File: src/rtl/seg7_scan_driver.sv
// seg7_scan_driver: multiplexed seven-segment driver for NUM_DIGITS BCD digits.
// Latches a tear-free snapshot of the digit bus, scans one digit per slot onto
// shared active-low segment lines, inserts blank time between digits and
// pulses frame_done once per full scan.
//
// Optional build macro: LEADING_ZERO_BLANK_EN -- blanks leading zero digits
// (digit 0 is never blanked).
//
// Ports:
//   clk         system clock, rising edge
//   rst         synchronous active-high reset
//   bcd_in      packed BCD digits, digit i = bcd_in[4i+3:4i]
//   dp_in       decimal-point request per digit, active-high
//   load        single-cycle strobe capturing bcd_in/dp_in
//   seg         {g,f,e,d,c,b,a}, active-low
//   dp          decimal point, active-low
//   an          anode enables, active-low, an[i] drives digit i
//   frame_done  one-cycle pulse at the end of each full scan
module seg7_scan_driver #(
  parameter int unsigned NUM_DIGITS  = 4,
  parameter int unsigned REFRESH_DIV = 1000,
  parameter int unsigned BLANK_CYC   = 8
) (
  input  logic                    clk,
  input  logic                    rst,
  input  logic [4*NUM_DIGITS-1:0] bcd_in,
  input  logic [NUM_DIGITS-1:0]   dp_in,
  input  logic                    load,
  output logic [6:0]              seg,
  output logic                    dp,
  output logic [NUM_DIGITS-1:0]   an,
  output logic                    frame_done
);

  localparam int unsigned CNT_W = (REFRESH_DIV > 1) ? $clog2(REFRESH_DIV) : 1;
  localparam int unsigned IDX_W = (NUM_DIGITS > 1) ? $clog2(NUM_DIGITS) : 1;
  localparam int unsigned BCD_W = 4 * NUM_DIGITS;

  typedef enum logic {
    ST_BLANK = 1'b0,
    ST_ON    = 1'b1
  } state_e;

  state_e                  state_q, state_d;
  logic [CNT_W-1:0]        cnt_q, cnt_d;
  logic [IDX_W-1:0]        idx_q, idx_d;
  logic [BCD_W-1:0]        shadow_bcd_q, shadow_bcd_d;
  logic [NUM_DIGITS-1:0]   shadow_dp_q, shadow_dp_d;
  logic [BCD_W-1:0]        disp_bcd_q, disp_bcd_d;
  logic [NUM_DIGITS-1:0]   disp_dp_q, disp_dp_d;
  logic                    pending_q, pending_d;
  logic [6:0]              seg_q, seg_d;
  logic                    dp_q, dp_d;
  logic [NUM_DIGITS-1:0]   an_q, an_d;
  logic                    frame_done_q, frame_done_d;

  logic                    cnt_wrap_c;
  logic                    frame_start_c;
  logic [3:0]              cur_digit_c;
`ifdef LEADING_ZERO_BLANK_EN
  logic                    lz_blank_c;
`endif

  // BCD to active-low {g,f,e,d,c,b,a}; non-decimal codes show a dash
  function automatic logic [6:0] decode(input logic [3:0] d);
    case (d)
      4'd0:    decode = 7'b1000000;
      4'd1:    decode = 7'b1111001;
      4'd2:    decode = 7'b0100100;
      4'd3:    decode = 7'b0110000;
      4'd4:    decode = 7'b0011001;
      4'd5:    decode = 7'b0010010;
      4'd6:    decode = 7'b0000010;
      4'd7:    decode = 7'b1111000;
      4'd8:    decode = 7'b0000000;
      4'd9:    decode = 7'b0010000;
      default: decode = 7'b0111111;
    endcase
  endfunction

  // Next-state, snapshot handling and registered-output computation
  always_comb begin
    state_d      = state_q;
    cnt_d        = cnt_q;
    idx_d        = idx_q;
    shadow_bcd_d = shadow_bcd_q;
    shadow_dp_d  = shadow_dp_q;
    disp_bcd_d   = disp_bcd_q;
    disp_dp_d    = disp_dp_q;
    pending_d    = pending_q;
    an_d         = '1;
    seg_d        = 7'h7F;
    dp_d         = 1'b1;
    cur_digit_c  = 4'd0;

    cnt_wrap_c    = (cnt_q == CNT_W'(REFRESH_DIV - 1));
    frame_start_c = cnt_wrap_c && (idx_q == IDX_W'(NUM_DIGITS - 1));
    frame_done_d  = frame_start_c;

    // Slot counter and digit index wrap by compare
    if (cnt_wrap_c) begin
      cnt_d = '0;
      idx_d = (idx_q == IDX_W'(NUM_DIGITS - 1)) ? '0 : idx_q + IDX_W'(1);
    end else begin
      cnt_d = cnt_q + CNT_W'(1);
    end

    case (state_q)
      ST_BLANK: if (!cnt_wrap_c && cnt_d == CNT_W'(BLANK_CYC)) state_d = ST_ON;
      ST_ON:    if (cnt_wrap_c) state_d = ST_BLANK;
      default:  state_d = ST_BLANK;
    endcase

    // A load at frame start goes straight to the display and leaves the
    // shadow untouched; otherwise the shadow is transferred only at frame start
    if (frame_start_c) begin
      if (load) begin
        disp_bcd_d = bcd_in;
        disp_dp_d  = dp_in;
        pending_d  = 1'b0;
      end else if (pending_q) begin
        disp_bcd_d = shadow_bcd_q;
        disp_dp_d  = shadow_dp_q;
        pending_d  = 1'b0;
      end
    end else if (load) begin
      shadow_bcd_d = bcd_in;
      shadow_dp_d  = dp_in;
      pending_d    = 1'b1;
    end

    for (int i = 0; i < NUM_DIGITS; i++) begin
      if (IDX_W'(i) == idx_q) cur_digit_c = disp_bcd_q[4*i +: 4];
    end

`ifdef LEADING_ZERO_BLANK_EN
    // Blank when the current digit and every higher digit are zero
    lz_blank_c = (idx_q != '0);
    for (int i = 0; i < NUM_DIGITS; i++) begin
      if (IDX_W'(i) >= idx_q && disp_bcd_q[4*i +: 4] != 4'd0) lz_blank_c = 1'b0;
    end
`endif

    if (state_q == ST_ON) begin
      for (int i = 0; i < NUM_DIGITS; i++) begin
        if (IDX_W'(i) == idx_q) begin
          an_d[i] = 1'b0;
          dp_d    = ~disp_dp_q[i];
        end
      end
      seg_d = decode(cur_digit_c);
`ifdef LEADING_ZERO_BLANK_EN
      if (lz_blank_c) seg_d = 7'h7F;
`endif
    end
  end

  // State and output registers
  always_ff @(posedge clk) begin
    if (rst) begin
      state_q      <= ST_BLANK;
      cnt_q        <= '0;
      idx_q        <= '0;
      shadow_bcd_q <= '0;
      shadow_dp_q  <= '0;
      disp_bcd_q   <= '0;
      disp_dp_q    <= '0;
      pending_q    <= 1'b0;
      seg_q        <= 7'h7F;
      dp_q         <= 1'b1;
      an_q         <= '1;
      frame_done_q <= 1'b0;
    end else begin
      state_q      <= state_d;
      cnt_q        <= cnt_d;
      idx_q        <= idx_d;
      shadow_bcd_q <= shadow_bcd_d;
      shadow_dp_q  <= shadow_dp_d;
      disp_bcd_q   <= disp_bcd_d;
      disp_dp_q    <= disp_dp_d;
      pending_q    <= pending_d;
      seg_q        <= seg_d;
      dp_q         <= dp_d;
      an_q         <= an_d;
      frame_done_q <= frame_done_d;
    end
  end

  assign seg        = seg_q;
  assign dp         = dp_q;
  assign an         = an_q;
  assign frame_done = frame_done_q;

endmodule

File: config.mk
export PLATFORM = sky130hd
export DESIGN_NAME = seg7_scan_driver
export DESIGN_NICKNAME = d
export VERILOG_FILES = /design/src/rtl/seg7_scan_driver.sv
export SDC_FILE = /design/constraint.sdc
export NUM_CORES = 1
export LEC_CHECK = 0
export CAP_MARGIN = 20
export CORE_MARGIN = 5
export CORE_UTILIZATION = 63
export CTS_BUF_LIST = sky130_fd_sc_hd__clkbuf_16
export CTS_CLUSTER_SIZE = 24
export DETAILED_ROUTE_END_ITERATION = 8
export DONT_BUFFER_PORTS = 1
export PLACE_DENSITY = 0.79
export SYNTH_ARGS = -nofsm -noshare
export SYNTH_HDL_FRONTEND = slang
export SYNTH_SLANG_ARGS = --single-unit
File: constraint.sdc
create_clock -name clk -period 2.95 [get_ports clk]
set_clock_uncertainty 0.15 [all_clocks]
set_input_delay 0.4425 -clock clk [delete_from_list [all_inputs] [get_ports clk]]
set_output_delay 0.4425 -clock clk [all_outputs]
set_load 0.01 [all_outputs]
==> metrics.sh, run 1 <==
ANTENNA-DIODE-COUNT=0
TIMING.SETUP.CRITICAL_PATH_CLASS='reg2reg'
GRT_START_MAX_NET_PINS=52
CTS_POST_SETUP_BUFFERS_INSERTED=0
AVGROUTEDWIREPERCELL_UM=14.0
BOUNDARYPINS=36
ROUTED-VIA-COUNT=2418
POWER-PER-CELL-AREA_nW_PER_UM2=596
DRTANTENNAVIOLNETS=0
REGAREA_UM2=1340
POST_CTS.RESIZED_INSTANCES=0
CLKSINKCOUNT=67
GRT_PASS1_WL_MM=10.4
SYN_AREA_PER_CELL_UM2=8.40
OUTCOME='completed'
MAX-SLEW-MARGIN-REL_PCT=50.8
FIN_CRIT_NS=2.57
CP_SLOWEST_CELL='sky130_fd_sc_hd__ha_1'
CRIT_FAMILY='adder cells'
MAIN_COMBINATIONAL_CELL_FAMILY_BY_AREA_AFTER_SYNTHESIS='simple AND/OR/NAND/NOR gates'
VIA_COUNT_NORMALIZED_BY_INSTANCE_COUNT=5.61
DETAILEDPLACE.WORSTSLACK_NS=0.399
MIN-DELAY-PATH-CLASS='in2reg'
SYNTHSIMPLEGATEAREAFRAC_PCT=22.3
IO_BUFFER_COUNT=0
TYPE_OF_DESTINATION_OF_THE_CRITICAL_PATH='flip-flop'
DPL-INSTANCE-AREA_UM2=3080
SYNTH_MUX_AREA_SHARE_PCT=8.47
SYNTH.YOSYS.SEQ_AREA_SHARE_PCT=42.8
CTS-BUFFERS-INSERTED=9
CTS_TREE='built'
REMAINING_DRC_ERRORS=0
SYNTH_AREA_UM2=3130
GLOBAL_PLACER_S_FINAL_WEIGHTED_CONGESTION=0.851
FILLER_CELL_COUNT=404
TIGHTESTPINTRANSITION_NS=0.738
ROOT_BUFFER='sky130_fd_sc_hd__clkbuf_16'
REPORT.FINAL.SETUP_VIOL=0
BIGGEST_AREA_CONTRIBUTORS_IN_THE_SYNTHESIZED_NETLIST='sky130_fd_sc_hd__dfxtp_1 (43%), sky130_fd_sc_hd__nand2_1 (12%), sky130_fd_sc_hd__a21oi_1 (7.8%)'
CTSHTREEMAXLEVEL=3
FINALSETUPTNS_NS=0
SYNTH-ADDER-AREA-SHARE_PCT=4.39
CPPEAKSTAGEDELAY_NS=0.59
MULTI_INPUT_COMB_AREA_UM2=1610
GR-USAGE-ALL-LAYERS_PCT=20.6
FLOORPLAN.DIE.HEIGHT_UM=80.5
CLOCK_LATENCY_ON_THE_WORST_SKEW_PAIR_NS=0.32
POSTLAYOUTSETUPSLACKWORST_NS=0.383
CLOCKPOWERSHARE_PCT=49.9
NETSWITCHINGFRACTION_PCT=20.1
STATIC-LEAKAGE-POWER_uW=0.00122
ARRIVAL_NS=2.59
HOLD_VIOL_FINAL=0
NETLIST-CELL-TYPE-COUNT=45
REPORTED_MAX_CAP_VIOLATION_COUNT=0
FIN_UTIL_PCT=70.3
CRITPATHLAUNCHTYPE='flip-flop'
YOSYS_WARNINGS=0
DRIVE_GT1_SHARE_PCT=11.8
INTERNAL-POWER_uW=1600
COUNT_OF_MAPPED_CELLS_OUT_OF_SYNTHESIS=373
TIMING.CRITICAL_PATH.CELLS='ha_1 -> a211oi_1 -> a211o_1 -> ha_1 -> or2_2 -> a21oi_2 -> o21ai_1'
CPMOSTUSEDCELL='sky130_fd_sc_hd__ha_1'
CP_DATA_REQUIRED_TIME_NS=2.98
DRT_PRE_ANTENNA_ITERS=4
CLK_PATH_BUF_DEPTH=2
FINALMAXSLEWVIOLATIONS=0
SYN_NETS=407
DRT_FIRST_ITER_VIOLATIONS=155
CLOCK.FMAX_GHz=0.390
LEADING_CELL_TYPES_IN_THE_LAYOUT_FILL_AND_TAPS_EXCLUDED='sky130_fd_sc_hd__nand2_1 (98), sky130_fd_sc_hd__dfxtp_1 (67), sky130_fd_sc_hd__a21oi_1 (49), sky130_fd_sc_hd__nor2_1 (20), sky130_fd_sc_hd__mux2_2 (20)'
TIMING.CRITICAL_PATH.BUF_INV=0
CLK_TRANSITION_REPORTED_PATHS_NS=0.05
WORSTPATHMAXFANOUT=18
DIE_WIDTH_UM=80.5
WIRELENGTH_MM=6.03
SYNTH_SEQ_CELLS=67
SYNTH_TOP_CELL_BY_AREA='sky130_fd_sc_hd__dfxtp_1'
WORST_VOLTAGE_DROP_ACROSS_THE_VDD_GRID_uV=371
SYNTH_XOR_XNOR_AREA_SHARE_PCT=1.96
GRT_PASS1_VIAS=2326
SWITCHING_POWER_OF_THE_NETS_uW=404
DIE_AREA_UM2=6480
LAYOUT.NETS=393
INITIAL_CORE_UTILIZATION_PCT=65.5
GLOBALROUTE.TOTALOVERFLOW=0
SYN_TO_FINAL_GROWTH_PCT=7.35
SYNTH_TOP_AREA_SHARE_PCT=42.8
COREAREA_UM2=4790
MOST_COMMON_CELL_AFTER_LAYOUT_FILL_AND_TAPS_ASIDE='sky130_fd_sc_hd__nand2_1'
FINALINSTANCEAREA_UM2=3360
P_SEQ_SHARE_PCT=46.8
SYNTH_COMPOUND_GATE_AREA_SHARE_PCT=14.4
GRT_ANTENNA_BEFORE_REPAIR=0
POWER.SHARE.COMBINATIONAL_PCT=3.3
DP.FINAL_HPWL_MM=4.08
RSZ_0062_RAISED_AFTER_GLOBAL_ROUTING='no'
FP-ROW-COUNT=25
CTSHOLDBUFFERS=0
FIN_CRIT_SH_PCT=87.0
-- registers in the layout (all words and copies together) (netlist names) --
name,cells
disp_bcd_q,16
shadow_bcd_q,16
frame_done,1
shadow_dp_q,4
dp,1
disp_dp_q,4
cnt_q,10
pending_q,1
idx_q,2
seg,7
state_q,1
an,4
-- cells in the mapped netlist (all sizes together) --
cell,number
nand2,98
dfxtp,67
a21oi,50
mux2,20
nor2,20
buf,18
ha,11
inv,9
clkbuf,8
nor3b,8
o21ai,8
a211oi,5
nand3b,5
xnor2,5
mux2i,4
and2,3
nand3,3
nand4,3
nor3,3
or2,3
a211o,2
a22oi,2
a31oi,2
and3,2
nor2b,2
o22ai,2
xor2,2
a221o,1
a221oi,1
a22o,1
and3b,1
and4,1
and4b,1
o221ai,1
o31ai,1
-- power groups by stage --
stage | clock (µW) | sequential [µW] | combinational (µW)
2_1_floorplan | 0 | 953 | 72.8
5_1_grt | 1070 | 939 | 74.0
6_report | 1000 | 938 | 65.9
3_3_place_gp | 0 | 954 | 64.9
3_5_place_dp | 0 | 956 | 65.4
4_1_cts | 1020 | 937 | 66.3
-- stage by stage --
step / hold slack (ns) / total power (µW) / cells
floorplan: 0.282 / 1030 / 373
global placement: 0.283 / 1020 / 415
detailed placement: 0.289 / 1020 / 415
CTS: 0.0300 / 2020 / 431
global route: 0.0316 / 2080 / 431
finish: 0.0423 / 2010 / 431
-- path summary, 6_finish.rpt --
kind                     to  slack (ns)      startpoint  cells after the start
max                  seg[0]        0.38        idx_q[0]                      7
min                cnt_q[2]        0.04             rst                      1
max reg2reg          seg[0]        0.38        idx_q[0]                      7
min reg2reg  shadow_dp_q[1]        0.30  shadow_dp_q[1]                      2
-- layer usage --
metal,vias to the layer above,global-route usage [%],wire (µm)
met1,1129,26.2,2790
met4,0,11.0,102
met5,-,0,0
met2,51,32.6,2850
li1,1230,-,-
met3,8,4.26,299
-- logic make-up after synthesis --
group	Yosys count
flops	67
xor+xnor	7
simple gates	153
buf+inv	35
compound gates	76
mux	24
fa+ha+maj	11
-- area by class of cell --
cell class	count	area share, %
inverters	9	1.00
multi-input cells	271	48.0
repair buffers	1	0.223
flip-flops and latches	67	39.9
clock buffers	9	6.70
clock inverters	7	1.75
well taps	67	2.49
-- worst register-to-register path, cell delays in order, from the launching register on --
cell and delay [ns]:
sky130_fd_sc_hd__dfxtp_1 0.41, sky130_fd_sc_hd__ha_1 0.59, sky130_fd_sc_hd__a211oi_1 0.12, sky130_fd_sc_hd__a211o_1 0.41, sky130_fd_sc_hd__ha_1 0.23, sky130_fd_sc_hd__or2_2 0.30
sky130_fd_sc_hd__a21oi_2 0.14, sky130_fd_sc_hd__o21ai_1 0.08
Power figures use the tool's default switching activity.
==> run 2: changes to the inputs <==
- HOLD_SLACK_MARGIN: not set -> 0.15
==> run 2 against run 1 <==
  * Clock-buffer cell count unchanged
  * Non-clock buffer count is 21 higher
  * Design area increased by 6.5%
  * Global-route usage increased by 1.4 points
  * Die area stayed put
  * Flip-flop and latch count unchanged
  * Sequential power about the same
  * Wire length grew 9.0%
  * Worst hold slack improved by 0.17 ns
  * Maximum frequency barely moved
  * Clock power is essentially flat
  * Register-to-register slack is essentially flat
  * Largest power group unchanged
==> metrics.sh, run 2 (synthesis gave the netlist of run 1 again) <==
STATIC-LEAKAGE-POWER_uW=0.00131  # +7.6%
POST_CTS.RESIZED_INSTANCES=0  # unchanged
CP_DATA_REQUIRED_TIME_NS=2.98  # about the same
REPORTED_MAX_CAP_VIOLATION_COUNT=0  # unchanged
POWER-PER-CELL-AREA_nW_PER_UM2=571  # -4.2%
CTSHTREEMAXLEVEL=3  # unchanged
REPORT.FINAL.SETUP_VIOL=0  # unchanged
FINALINSTANCEAREA_UM2=3580  # +6.5%
FP-ROW-COUNT=25  # unchanged
DRT_PRE_ANTENNA_ITERS=5  # +1
DRT_FIRST_ITER_VIOLATIONS=170  # +9.7%
FIN_CRIT_NS=2.57  # +0.00239 ns
BOUNDARYPINS=36  # unchanged
FIN_CRIT_SH_PCT=87.1  # about the same
TIGHTESTPINTRANSITION_NS=0.739  # +0.000826 ns
TYPE_OF_DESTINATION_OF_THE_CRITICAL_PATH='flip-flop'
WORST_VOLTAGE_DROP_ACROSS_THE_VDD_GRID_uV=372  # +0.46%
MIN-DELAY-PATH-CLASS='in2reg'
GRT_USE_MET3_PCT=4.60  # +0.34 points
FIN_HOLD_WS_NS=0.213  # +0.171 ns
FLOORPLAN.DIE.HEIGHT_UM=80.5  # unchanged
GRT_ANTENNA_BEFORE_REPAIR=0  # unchanged
DP.FINAL_HPWL_MM=4.08  # unchanged
CLOCK.FMAX_GHz=0.389  # about the same
DIE_AREA_UM2=6480  # unchanged
VIA_COUNT_NORMALIZED_BY_INSTANCE_COUNT=5.66  # +0.87%
ANTENNA-DIODE-COUNT=0  # unchanged
HOLD_VIOL_FINAL=0  # unchanged
FINALSETUPTNS_NS=0  # unchanged
TIMING.SETUP.CRITICAL_PATH_CLASS='reg2reg'
MAX-SLEW-MARGIN-REL_PCT=50.8  # -0.055 points
CLK_PATH_BUF_DEPTH=2  # unchanged
DP_CELLS=415  # unchanged
CTS_POST_SETUP_BUFFERS_INSERTED=0  # unchanged
POST_LAYOUT_NONFILLER_INSTANCES=452  # +4.9%
DRIVE_GT1_SHARE_PCT=11.4  # -0.38 points
GLOBAL_PLACER_S_FINAL_WEIGHTED_CONGESTION=0.851  # unchanged
CLKSINKCOUNT=67  # unchanged
LARGESTREGISTERS='disp_bcd_q: 16 flops, shadow_bcd_q: 16 flops, cnt_q: 10 flops'
REMAINING_DRC_ERRORS=0  # unchanged
FINALMAXSLEWVIOLATIONS=0  # unchanged
DIE_WIDTH_UM=80.5  # unchanged
FINALPOWER_uW=2050  # +2.1%
MOST_COMMON_CELL_AFTER_LAYOUT_FILL_AND_TAPS_ASIDE='sky130_fd_sc_hd__nand2_1'
GLOBALROUTEMET2UTIL_PCT=36.0  # +3.4 points
CTS_TREE='built'
LEADING_CELL_TYPES_IN_THE_LAYOUT_FILL_AND_TAPS_EXCLUDED='sky130_fd_sc_hd__nand2_1 (98), sky130_fd_sc_hd__dfxtp_1 (67), sky130_fd_sc_hd__a21oi_1 (49)'
RSZ_0062_RAISED_AFTER_GLOBAL_ROUTING='no'
WORSTPATHMAXFANOUT=18  # unchanged
LAYOUT.NETS=414  # +5.3%
GR-MAX-USAGE-LAYER='met2'
DRTANTENNAVIOLNETS=0  # unchanged
CP_SLOWEST_CELL='sky130_fd_sc_hd__ha_1'
WIRELENGTH_MM=6.58  # +9.0%
GRT_PASS1_WL_MM=11.1  # +6.9%
TIMING.CRITICAL_PATH.CELLS='ha_1 -> a211oi_1 -> a211o_1 -> ha_1 -> or2_2 -> a21oi_2 -> o21ai_1'
GLOBALROUTE.TOTALOVERFLOW=0  # unchanged
AVGROUTEDWIREPERCELL_UM=14.5  # +3.9%
ARRIVAL_NS=2.60  # about the same
SYN_TO_FINAL_GROWTH_PCT=14.4
DPL-INSTANCE-AREA_UM2=3080  # unchanged
ROOT_BUFFER='sky130_fd_sc_hd__clkbuf_16'
GRT_PASS1_VIAS=2494  # +7.2%
OUTCOME='completed'
CTS-BUFFERS-INSERTED=9  # unchanged
CPMOSTUSEDCELL='sky130_fd_sc_hd__ha_1'
CLOCK_LATENCY_ON_THE_WORST_SKEW_PAIR_NS=0.33  # about the same
ROUTED-VIA-COUNT=2558  # +5.8%
INITIAL_CORE_UTILIZATION_PCT=65.5  # unchanged
CLK_TRANSITION_REPORTED_PATHS_NS=0.05  # about the same
GRT.MET1_USAGE_PCT=27.1  # +0.85 points
CPPEAKSTAGEDELAY_NS=0.59  # about the same
CRITPATHLAUNCHTYPE='flip-flop'
IO_BUFFER_COUNT=0  # unchanged
COREAREA_UM2=4790  # unchanged
GR-USAGE-ALL-LAYERS_PCT=22.0  # +1.4 points
GRT_START_MAX_NET_PINS=49  # -5.8%
==> run 2: through the flow <==
step | worst slack (ns) | utilization, %
floorplan | 0.732 | -
global placement | 0.535 | 64.3
detailed placement | 0.399 | 64.3
CTS | 0.389 | 74.9
global route | 0.126 | 74.9
finish | 0.381 | 74.9
==> run 2: cell type report <==
cell class	instances	area [µm²]
inverters	9	33.8
clock buffers	9	225
fillers	362	1200
flip-flops and latches	67	1340
multi-input cells	271	1610
repair buffers	22	228
clock inverters	7	58.8
well taps	67	83.8
==> run 2: metal layers <==
metal	vias up	wire length, µm
met5	-	0
met1	1207	2930
met3	14	324
li1	1274	-
met2	63	3180
met4	0	144
==> run 2: power breakdown <==
group | switching [µW] | internal [µW] | total [µW]
Combinational | 46.7 | 55.4 | 102
Sequential | 12.4 | 925 | 938
Clock | 367 | 641 | 1010
==> run 2: what timing repair did <==
action                                  4_1_cts  5_1_grt
endpoints found under the hold margin        48        0
hold buffers                                 21        0
endpoints found under the setup margin        0        0
==> run 2: worst max-delay path, delay by kind of cell (launching register included) <==
family | cells | cell delay (ns)
compound gates | 4 | 0.74
flops | 1 | 0.41
simple gates | 1 | 0.30
fa+ha+maj | 2 | 0.82
==> run 2: path summary, 6_finish.rpt <==
path              depth (start not counted)         endpoint            start  slack, ns
setup / recovery                          7           seg[0]         idx_q[0]       0.38
hold reg to reg                           2  shadow_bcd_q[0]  shadow_bcd_q[0]       0.30
hold / removal                            2               dp              rst       0.21
setup reg to reg                          7           seg[0]         idx_q[0]       0.38
